--- src/rtl/dogx_pkg.sv ---
// Shared types and helpers for the VCO difference window counter: accumulator
// sizing, signed clipping and the per-channel window result record.
package dogx_pkg;

    localparam int REC_W = 32;

    typedef struct packed {
        logic signed [REC_W-1:0] diff;
        logic                    sat;
    } diff_rec_t;

    // Wide enough to hold DECIM full-scale deltas without wrapping.
    function automatic int acc_width(input int lsb_bits, input int decim);
        return lsb_bits + $clog2(decim);
    endfunction

    function automatic diff_rec_t sat_signed(input logic signed [REC_W-1:0] value,
                                             input int out_w);
        logic signed [REC_W-1:0] hi;
        logic signed [REC_W-1:0] lo;
        diff_rec_t               rec;
        hi       = (32'sd1 <<< (out_w - 1)) - 32'sd1;
        lo       = -hi - 32'sd1;
        rec.diff = value;
        rec.sat  = 1'b0;
        if (value > hi) begin
            rec.diff = hi;
            rec.sat  = 1'b1;
        end else if (value < lo) begin
            rec.diff = lo;
            rec.sat  = 1'b1;
        end
        return rec;
    endfunction

endpackage

--- src/rtl/vco_delta_accum.sv ---
// One oscillator side of one channel: wrap-aware delta from the previous sample,
// gated window accumulator and free-running extended count.
module vco_delta_accum #(
    parameter int LSB_BITS = 5,
    parameter int EXT_BITS = 4,
    parameter int ACC_W    = 8
) (
    input  logic                         CLK_24M,
    input  logic                         reset,
    input  logic                         prime,
    input  logic                         win_close,
    input  logic                         enable,
    input  logic [LSB_BITS-1:0]          count,
    output logic [ACC_W-1:0]             acc_sum,
    output logic [LSB_BITS+EXT_BITS-1:0] ext_count
);

    localparam int EXT_W = LSB_BITS + EXT_BITS;

    logic [LSB_BITS-1:0] prev_reg;
    logic [LSB_BITS-1:0] delta;
    logic [ACC_W-1:0]    acc_reg;
    logic [ACC_W-1:0]    acc_next;
    logic [EXT_W-1:0]    ext_reg;
    logic [EXT_W-1:0]    ext_next;

    // Modular subtraction absorbs the wrap of the incoming count.
    always_comb begin
        delta    = count - prev_reg;
        acc_sum  = enable ? (acc_reg + ACC_W'(delta)) : '0;
        acc_next = (prime || win_close) ? '0 : acc_sum;
        ext_next = prime ? ext_reg : (ext_reg + EXT_W'(delta));
    end

    always_ff @(posedge CLK_24M or negedge reset) begin
        if (!reset) begin
            prev_reg <= '0;
            acc_reg  <= '0;
            ext_reg  <= '0;
        end else begin
            prev_reg <= count;
            acc_reg  <= acc_next;
            ext_reg  <= ext_next;
        end
    end

    assign ext_count = ext_reg;

endmodule

--- src/rtl/vco_diff_window_counter.sv ---
// Multi-channel VCO count extender: integrates p and n deltas over DECIM-cycle
// windows and presents the clipped p-minus-n difference through valid/ready.
module vco_diff_window_counter
    import dogx_pkg::*;
#(
    parameter int N_CH     = 2,
    parameter int LSB_BITS = 5,
    parameter int EXT_BITS = 4,
    parameter int DECIM    = 8,
    parameter int OUT_W    = 11
) (
    input  logic                                CLK_24M,
    input  logic                                reset,
    input  logic [N_CH*LSB_BITS-1:0]            count_p,
    input  logic [N_CH*LSB_BITS-1:0]            count_n,
    input  logic [N_CH-1:0]                     ch_enable,
    input  logic                                out_ready,
    output logic [N_CH*OUT_W-1:0]               diff_out,
    output logic                                out_valid,
    output logic [N_CH-1:0]                     sat_flag,
    output logic                                overrun,
    output logic [N_CH*(LSB_BITS+EXT_BITS)-1:0] ext_count_p
);

    localparam int ACC_W = acc_width(LSB_BITS, DECIM);
    localparam int CNT_W = $clog2(DECIM);
    localparam int EXT_W = LSB_BITS + EXT_BITS;

    logic             prime_reg;
    logic [CNT_W-1:0] win_cnt_reg;
    logic [CNT_W-1:0] win_cnt_next;
    logic             win_close;

    logic [ACC_W-1:0]        acc_p_sum [N_CH];
    logic [ACC_W-1:0]        acc_n_sum [N_CH];
    logic [EXT_W-1:0]        ext_n_unused [N_CH];
    logic [N_CH*OUT_W-1:0]   win_diff;
    logic [N_CH-1:0]         win_sat;

    logic [N_CH*OUT_W-1:0]   data_reg;
    logic [N_CH*OUT_W-1:0]   data_next;
    logic [N_CH-1:0]         sat_reg;
    logic [N_CH-1:0]         sat_next;
    logic                    valid_reg;
    logic                    valid_next;
    logic                    overrun_reg;
    logic                    overrun_next;

    // The prime edge only seeds prev; the first counted sample is the next edge.
    assign win_close = !prime_reg && (win_cnt_reg == CNT_W'(DECIM - 1));

    always_comb begin
        win_cnt_next = win_cnt_reg + CNT_W'(1);
        if (prime_reg || win_close) begin
            win_cnt_next = '0;
        end
    end

    always_ff @(posedge CLK_24M or negedge reset) begin
        if (!reset) begin
            prime_reg   <= 1'b1;
            win_cnt_reg <= '0;
        end else begin
            prime_reg   <= 1'b0;
            win_cnt_reg <= win_cnt_next;
        end
    end

    genvar gi;
    generate
        for (gi = 0; gi < N_CH; gi++) begin : g_ch
            logic signed [ACC_W:0] diff_full;
            diff_rec_t             rec;
            logic                  rec_unused;

            vco_delta_accum #(
                .LSB_BITS (LSB_BITS),
                .EXT_BITS (EXT_BITS),
                .ACC_W    (ACC_W)
            ) u_p (
                .CLK_24M   (CLK_24M),
                .reset     (reset),
                .prime     (prime_reg),
                .win_close (win_close),
                .enable    (ch_enable[gi]),
                .count     (count_p[gi*LSB_BITS +: LSB_BITS]),
                .acc_sum   (acc_p_sum[gi]),
                .ext_count (ext_count_p[gi*EXT_W +: EXT_W])
            );

            vco_delta_accum #(
                .LSB_BITS (LSB_BITS),
                .EXT_BITS (EXT_BITS),
                .ACC_W    (ACC_W)
            ) u_n (
                .CLK_24M   (CLK_24M),
                .reset     (reset),
                .prime     (prime_reg),
                .win_close (win_close),
                .enable    (ch_enable[gi]),
                .count     (count_n[gi*LSB_BITS +: LSB_BITS]),
                .acc_sum   (acc_n_sum[gi]),
                .ext_count (ext_n_unused[gi])
            );

            // A disabled channel presents zero on both sums, so its diff is zero.
            assign diff_full  = $signed({1'b0, acc_p_sum[gi]}) - $signed({1'b0, acc_n_sum[gi]});
            assign rec        = sat_signed({{(REC_W-ACC_W-1){diff_full[ACC_W]}}, diff_full}, OUT_W);
            assign rec_unused = ^rec.diff[REC_W-1:OUT_W];
            assign win_diff[gi*OUT_W +: OUT_W] = rec.diff[OUT_W-1:0];
            assign win_sat[gi] = rec.sat;
        end
    endgenerate

    // Held data wins over a new window while the consumer stalls.
    always_comb begin
        data_next    = data_reg;
        sat_next     = sat_reg;
        valid_next   = valid_reg;
        overrun_next = overrun_reg;
        if (valid_reg && out_ready) begin
            valid_next = 1'b0;
        end
        if (win_close) begin
            if (!valid_reg || out_ready) begin
                data_next  = win_diff;
                sat_next   = win_sat;
                valid_next = 1'b1;
            end else begin
                overrun_next = 1'b1;
            end
        end
    end

    always_ff @(posedge CLK_24M or negedge reset) begin
        if (!reset) begin
            data_reg    <= '0;
            sat_reg     <= '0;
            valid_reg   <= 1'b0;
            overrun_reg <= 1'b0;
        end else begin
            data_reg    <= data_next;
            sat_reg     <= sat_next;
            valid_reg   <= valid_next;
            overrun_reg <= overrun_next;
        end
    end

    assign diff_out  = data_reg;
    assign sat_flag  = sat_reg;
    assign out_valid = valid_reg;
    assign overrun   = overrun_reg;

endmodule

--- config.mk ---
export PLATFORM = sky130hd
export DESIGN_NAME = vco_diff_window_counter
export DESIGN_NICKNAME = d
export VERILOG_FILES = /design/src/rtl/dogx_pkg.sv /design/src/rtl/vco_delta_accum.sv /design/src/rtl/vco_diff_window_counter.sv
export SDC_FILE = /design/constraint.sdc
export NUM_CORES = 1
export LEC_CHECK = 0
export ABC_CLOCK_PERIOD_IN_PS = 4000
export CORE_ASPECT_RATIO = 0.7
export CORE_MARGIN = 2
export CORE_UTILIZATION = 57
export CTS_CLUSTER_SIZE = 40
export DETAILED_ROUTE_END_ITERATION = 8
export HOLD_SLACK_MARGIN = 0.03
export PLACE_DENSITY = 0.87
export SYNTH_ARGS = -nofsm -noshare
export SYNTH_HDL_FRONTEND = slang
export SYNTH_SLANG_ARGS = --single-unit
export TNS_END_PERCENT = 20
--- constraint.sdc ---
create_clock -name CLK_24M -period 4 [get_ports CLK_24M]
set_input_delay 0.8 -clock CLK_24M [delete_from_list [all_inputs] [get_ports CLK_24M]]
set_output_delay 0.8 -clock CLK_24M [all_outputs]
set_load 0.01 [all_outputs]
==> metrics, run 1 <==
DR vias/cell=5.870; first-pass GRT wire length=24.32 mm; sequential fraction of the synthesis area=40.51%; pin count of the biggest net entering global routing=44; main flop type after synthesis=dfrtp_1; Post-synth ARST share=100.0%; Required @ worst endpoint=4.25 ns; total gr overflow=0; Critical Path End Type=flop; reg-to-reg slack, setup=0.43 ns; area share of the largest cell type after synthesis=40.06%; Least-Margin Pin Slew=1.013 ns; CTS root buf=clkbuf_16; # rows=30; Synth Register Bits=94; Final GP Congestion=0.8602; Remaining DRCs=0; slew margin rel.=32.22%; Max Clock Skew=0.009529 ns; Die H=88.47 um; max cap viols=0; number of synthesized flops with an enable pin=0; Clock Latency Late Sink=0.35 ns; fmax=251.5 MHz; Synth Cell Area=0.005809 mm^2; nets=814; DIE WIDTH=124.7 um; Area Overhead vs Synth=36.66%; post-synthesis mux area share=1.142%; sequential share of power=27.5%; cell count after synthesis=571; Synth area leader=dfrtp_1; Logic pwr share=50.5%; LEAKAGE=3.763 nW; average cell area after synthesis=10.17 um^2; final setup fails=0; DRT Pass-1 Iters=7; Via Count=4,984; Final Cycle Share=99.40%; GR Util All Layers=27.95%; Placement Cell Area=0.007064 mm^2; distinct cell type count after synthesis=58; sw frac=36.36%; RSZ-0062 raised after global routing=yes; initial antenna violation count=0; Longest Clk Path Bufs=2; antenna-violating nets left=0; xor and xnor area share after synthesis=8.443%; Max Slew Vio Count=0; Clock H-tree levels=3; Worst Path Arrival=4.23 ns; wire per inst=20.08 um; Cell Int Power=2.948 mW; port bufs=66; fraction of layout cells with a size suffix above 1=26.07%; PwrDens=583.6 mW/mm^2; startpoint types=primary input; Die ar.=0.01103 mm^2; Top Ports=69; worst-path maximum fanout=3; Clock Sinks=94; detailed placement HPWL=10.09 mm; Hold Crit Class=primary input to asynchronous set/reset pin; main combinational cell family by area after synthesis=adder cells; NetSw=1.685 mW; clock-pin slew on the worst setup and hold paths=0.07 ns; status=finished clean; commonest cells after routing, fill and taps aside=93 x dfrtp_1, 86 x buf_4, 59 x clkdlybuf4s50_1; Synth area leaders=dfrtp_1 40%, ha_1 13%, xnor2_1 4.7%; Synth warnings=0; diodes inserted=0; Filler Cell Count=526; CTS buffer count=9; number of global-route vias before repair=5,072; post-route cell area=0.007939 mm^2; crit path time final=3.976 ns; Core Area=0.009797 mm^2; 1st-iter DRT viols=354; Post-Route WL=17.05 mm; Fin. Hold Viols=0; CP Class=primary input to flop; post-route setup TNS=0 ns; Adder-Cell Fraction of Synth Area=17.64%; Worst VDD drop=0.2878 mV; Reg2Reg Depth=13; commonest non-fill, non-tap cell in the layout=dfrtp_1; Initial Util=59.30%; Compound-Gate Fraction of Synth Area=13.85%; TritonCTS clock tree=built; Clk pwr share=22.0%; simple-gate share of the synthesized area=13.85%
[stage by stage]
step	util [%]	hold slack, ns	instances	power [mW]	setup slack [ns]
floorplan	-	0.4099	573	2.340	0.06927
global placement	72.11	0.4208	819	3.036	-0.4398
detailed placement	72.11	0.4341	819	3.151	-0.5939
CTS	77.65	0.4429	839	4.292	-0.02979
global route	81.03	0.4728	849	4.853	-0.1132
finish	81.03	0.4507	849	4.633	0.02414
[synth_stat cells, types with 4 or more instances]
library cell	instances
nor2b_1	12
nand2b_1	8
mux2_2	5
nand3_1	6
nor4bb_1	4
xnor2_1	31
ha_1	61
inv_1	40
o211ai_1	4
a21oi_1	27
a211oi_1	8
a21o_1	17
and3_1	5
clkbuf_1	10
buf_4	7
o21ai_0	37
nand3b_1	6
dfrtp_1	93
nor2_1	35
xor2_1	25
fa_1	12
and2_1	15
nand2_1	47
[kinds of logic after synthesis]
family | count (synthesis)
AO/OA/AOI/OAI | 124
adder cells (fa/ha/maj) | 75
buffers and inverters | 60
AND/OR/NAND/NOR | 155
flip-flops | 94
other | 1
XOR/XNOR | 56
multiplexers | 6
[critical path: stages]
cell and delay (ns):
clkdlybuf4s50_1 0.50, inv_1 0.05, ha_1 0.19, inv_1 0.08
fa_2 0.49, fa_2 0.41, xor2_1 0.16, nand2_1 0.16
ha_4 0.29, nor2b_2 0.15, o21ai_1 0.13, nand2b_1 0.10
a21oi_2 0.15, maj3_2 0.26, a21oi_1 0.09, o31ai_1 0.21
[metal layers]
| layer | global-route usage (%) | wire length [um] |
|---|---|---|
| met5 | 0 | 0 |
| met4 | 11.95 | 653 |
| met3 | 6.227 | 847 |
| met2 | 51.47 | 8925 |
| met1 | 32.23 | 6621 |
[layout make-up]
| type | instances | area, um^2 | area share [%] |
|---|---|---|---|
| Multi-Input combinational cell | 419 | 3605 | 45.41 |
| Sequential cell | 94 | 2354 | 29.65 |
| Timing Repair Buffer | 152 | 1323 | 16.66 |
| Clock buffer | 10 | 239.0 | 3.010 |
| Tap cell | 128 | 160.2 | 2.017 |
| Inverter | 40 | 150.1 | 1.891 |
| Clock inverter | 6 | 108.9 | 1.371 |
[final timing paths]
path | startpoint | end
worst max-delay path | count_n[0] | diff_out[10]
worst min register to register | win_cnt_reg[0] | win_cnt_reg[0]
worst max register to register | g_ch[1].u_n.prev_reg[0] | diff_out[18]
max in group asynchronous | reset | g_ch[1].u_n.prev_reg[1]
min in group CLK_24M | win_cnt_reg[0] | win_cnt_reg[0]
worst min-delay path | reset | g_ch[0].u_n.prev_reg[3]
[power by group through the flow]
| stage | clock network (mW) | logic, mW | registers [mW] |
|---|---|---|---|
| finish | 1.02 | 2.34 | 1.27 |
| global route | 1.06 | 2.50 | 1.29 |
| CTS | 1.01 | 2.02 | 1.26 |
| detailed placement | 0 | 1.88 | 1.27 |
| global placement | 0 | 1.78 | 1.26 |
| floorplan | 0 | 1.04 | 1.30 |
[what timing repair did]
action,in CTS,in global routing
resized for setup,38,55
hold buffers,0,0
endpoints found under the setup margin,8,8
gates cloned,0,0
hold endpoints to repair,0,0
pin swaps,22,36
setup buffers,4,10
Power figures use the tool's default switching activity.
==> run 2, diff against run 1 <==
- ABC_AREA: unset -> 1
- PLACE_DENSITY: 0.87 -> 0.81
==> run 2 against run 1 <==
- via count shrank 3.4%
- sequential power shrank 3%
- total power shrank 17%
- cell count grew 7.9%
- critical path depth grew 5
- clock skew shrank 0.0029 ns
- core utilization shrank 6.7 points
- critical endpoint is now diff_out[6]
- highest routed layer unchanged
==> metrics, run 2 <==
max cap viols=0; Synth area leader=dfrtp_1; # rows=30; pre-CTS setup slack=-0.3402 ns; Clk pwr share=22.7%; DR vias/cell=5.255; CTS buffer count=9; Cell Int Power=2.428 mW; Core Area=0.009759 mm^2; Post-Route WL=13.16 mm; DIE WIDTH=124.2 um; area share of the largest cell type after synthesis=40.39%; commonest non-fill, non-tap cell in the layout=nand2_1; Required @ worst endpoint=4.24 ns; DRT Pass-1 Iters=5; port bufs=66; Area Overhead vs Synth=25.95%; fraction of layout cells with a size suffix above 1=13.96%; Clock Latency Late Sink=0.35 ns; Clock H-tree levels=3; commonest cells after routing, fill and taps aside=141 x nand2_1, 93 x dfrtp_1, 87 x inv_1; Synth area leaders=dfrtp_1 40%, ha_1 13%, nand2_1 9.3%; GR Util All Layers=25.92%; 1st-iter DRT viols=384; Max Clock Skew=0.006634 ns; Post-synth ARST share=100.0%; RSZ-0062 raised after global routing=yes; distinct cell type count after synthesis=39; sequential share of power=32.1%; Synth Register Bits=94; most numerous cell in the Yosys netlist=nand2_1; final setup fails=0; total gr overflow=0; Clock Sinks=94; crit path time final=3.878 ns; Die ar.=0.01094 mm^2; final worst slack=0.1225 ns; footprint of the multi-input gates=0.003092 mm^2; TritonCTS clock tree=built; Max Slew Vio Count=0; first-pass GRT wire length=21.87 mm; fin util=74.36%; clock-pin slew on the worst setup and hold paths=0.07 ns; main flop type after synthesis=dfrtp_1; post-route setup TNS=0 ns; status=finished clean; diodes inserted=0; sw frac=36.56%; detailed placement HPWL=9.537 mm; hold_buf cts=0; worst-path maximum fanout=3; NetSw=1.400 mW; average cell area after synthesis=8.549 um^2; sequential fraction of the synthesis area=40.85%; Final Cycle Share=96.94%; startpoint types=primary input; number of synthesized flops with an enable pin=0; Logic pwr share=45.2%; Fin. Hold Viols=0; most frequent cells after synthesis=143 x nand2_1, 93 x dfrtp_1, 87 x inv_1; CP Class=primary input to flop; Critical Path End Type=flop; pin count of the biggest net entering global routing=78; Die H=88.12 um; initial antenna violation count=0; Initial Util=59.04%; Longest Clk Path Bufs=2; Synth warnings=0; Top Ports=69; cell count after synthesis=674; FF/Latch Area=0.002354 mm^2; final hold slack=0.4712 ns; CTS root buf=clkbuf_16; Via Count=4,814; Final GP Congestion=0.8825; slew margin rel.=34.30%; Remaining DRCs=0; Synth Cell Area=0.005762 mm^2; Least-Margin Pin Slew=0.9855 ns; Filler Cell Count=689; Hold Crit Class=flop to flop; Worst Path Arrival=4.11 ns; wire per inst=14.37 um; Worst VDD drop=0.3767 mV; number of global-route vias before repair=4,886; LEAKAGE=3.757 nW; antenna-violating nets left=0; fmax=257.9 MHz; nets=881; PwrDens=527.5 mW/mm^2
## run 2: cell count changes after synthesis, moves of 12 or more
cell,previous run,this run
a21oi_1,27,41
inv_1,40,87
xnor2_1,31,7
nor2b_1,12,0
a21o_1,17,1
nand2_1,47,143
and2_1,15,1
nor2_1,35,65
nand3_1,6,28
o21ai_0,37,20
## run 2: kinds of logic (layout without fill, tap and decap cells)
group,Yosys count,after routing,synth area share [%]
AND/OR/NAND/NOR,288,288,21.93
buffers and inverters,107,219,7.535
flip-flops,94,94,40.85
AO/OA/AOI/OAI,83,83,7.948
adder cells (fa/ha/maj),73,73,17.42
XOR/XNOR,28,28,4.256
other,1,3,0.06508
## run 2: through the flow
step / cell area, um^2 / instances / power, mW
after floorplan: 5769 / 676 / 2.183
after global placement: 6810 / 895 / 2.764
after detailed placement: 6810 / 895 / 2.852
after CTS: 7109 / 911 / 3.742
after global routing: 7257 / 916 / 4.105
final: 7257 / 916 / 3.828
## run 2: worst max-delay path: stages
cell	delay, ns
clkdlybuf4s50_1	0.47
inv_1	0.05
ha_1	0.18
inv_1	0.08
fa_2	0.49
fa_2	0.40
nand2_1	0.08
inv_1	0.06
o21ai_1	0.12
nand2_1	0.09
nand2_1	0.06
inv_1	0.05
nor3_1	0.20
ha_1	0.30
inv_1	0.12
nor2_1	0.06
nor2_1	0.08
nand2_1	0.09
a21oi_1	0.16
nand3b_1	0.12
nand2_1	0.05
## run 2: cell type report
class | count | area share, %
multi-input combinational | 475 | 42.60
sequential | 94 | 32.43
timing repair buffer | 114 | 14.03
inverter | 89 | 4.603
clock buffer | 9 | 3.103
tap | 128 | 2.207
clock inverter | 7 | 1.017
## run 2: what timing repair did
action	CTS	global route
gates resized for setup	0	34
buffers inserted	0	5
endpoints found under the setup margin	0	10
## run 2: routing by layer
metal | GRT usage [%] | part of all wire (%)
met5 | 0 | 0
met4 | 9.806 | 1.9
met3 | 5.794 | 4.7
met2 | 44.91 | 49
met1 | 31.91 | 44
## run 2: power by group through the flow
stage / Combinational (mW) / Sequential, mW / Clock (mW)
floorplan: 0.909 / 1.27 / 0
global placement: 1.53 / 1.23 / 0
detailed placement: 1.61 / 1.24 / 0
CTS: 1.63 / 1.23 / 0.882
global route: 1.93 / 1.25 / 0.934
finish: 1.73 / 1.23 / 0.871
## run 2: path summary, 6_finish.rpt
| check | start | endpoint | slack (ns) | cells past startpoint |
|---|---|---|---|---|
| max | count_p[0] | diff_out[6] | 0.12 | 21 |
| min | win_cnt_reg[0] | win_cnt_reg[0] | 0.47 | 1 |
| max reg2reg | g_ch[0].u_p.prev_reg[0] | diff_out[6] | 0.74 | 19 |
| min reg2reg | win_cnt_reg[0] | win_cnt_reg[0] | 0.47 | 1 |
| max in group asynchronous | reset | g_ch[1].u_p.acc_reg[2] | 2.64 | 2 |
| min in group asynchronous | reset | g_ch[0].u_n.acc_reg[4] | 0.59 | 1 |
==> run 3, diff against run 2 <==
- CTS_CLUSTER_DIAMETER: unset -> 30
==> results of run 3 <==
The final DEF is identical to that of run 2; final timing and power are the same.
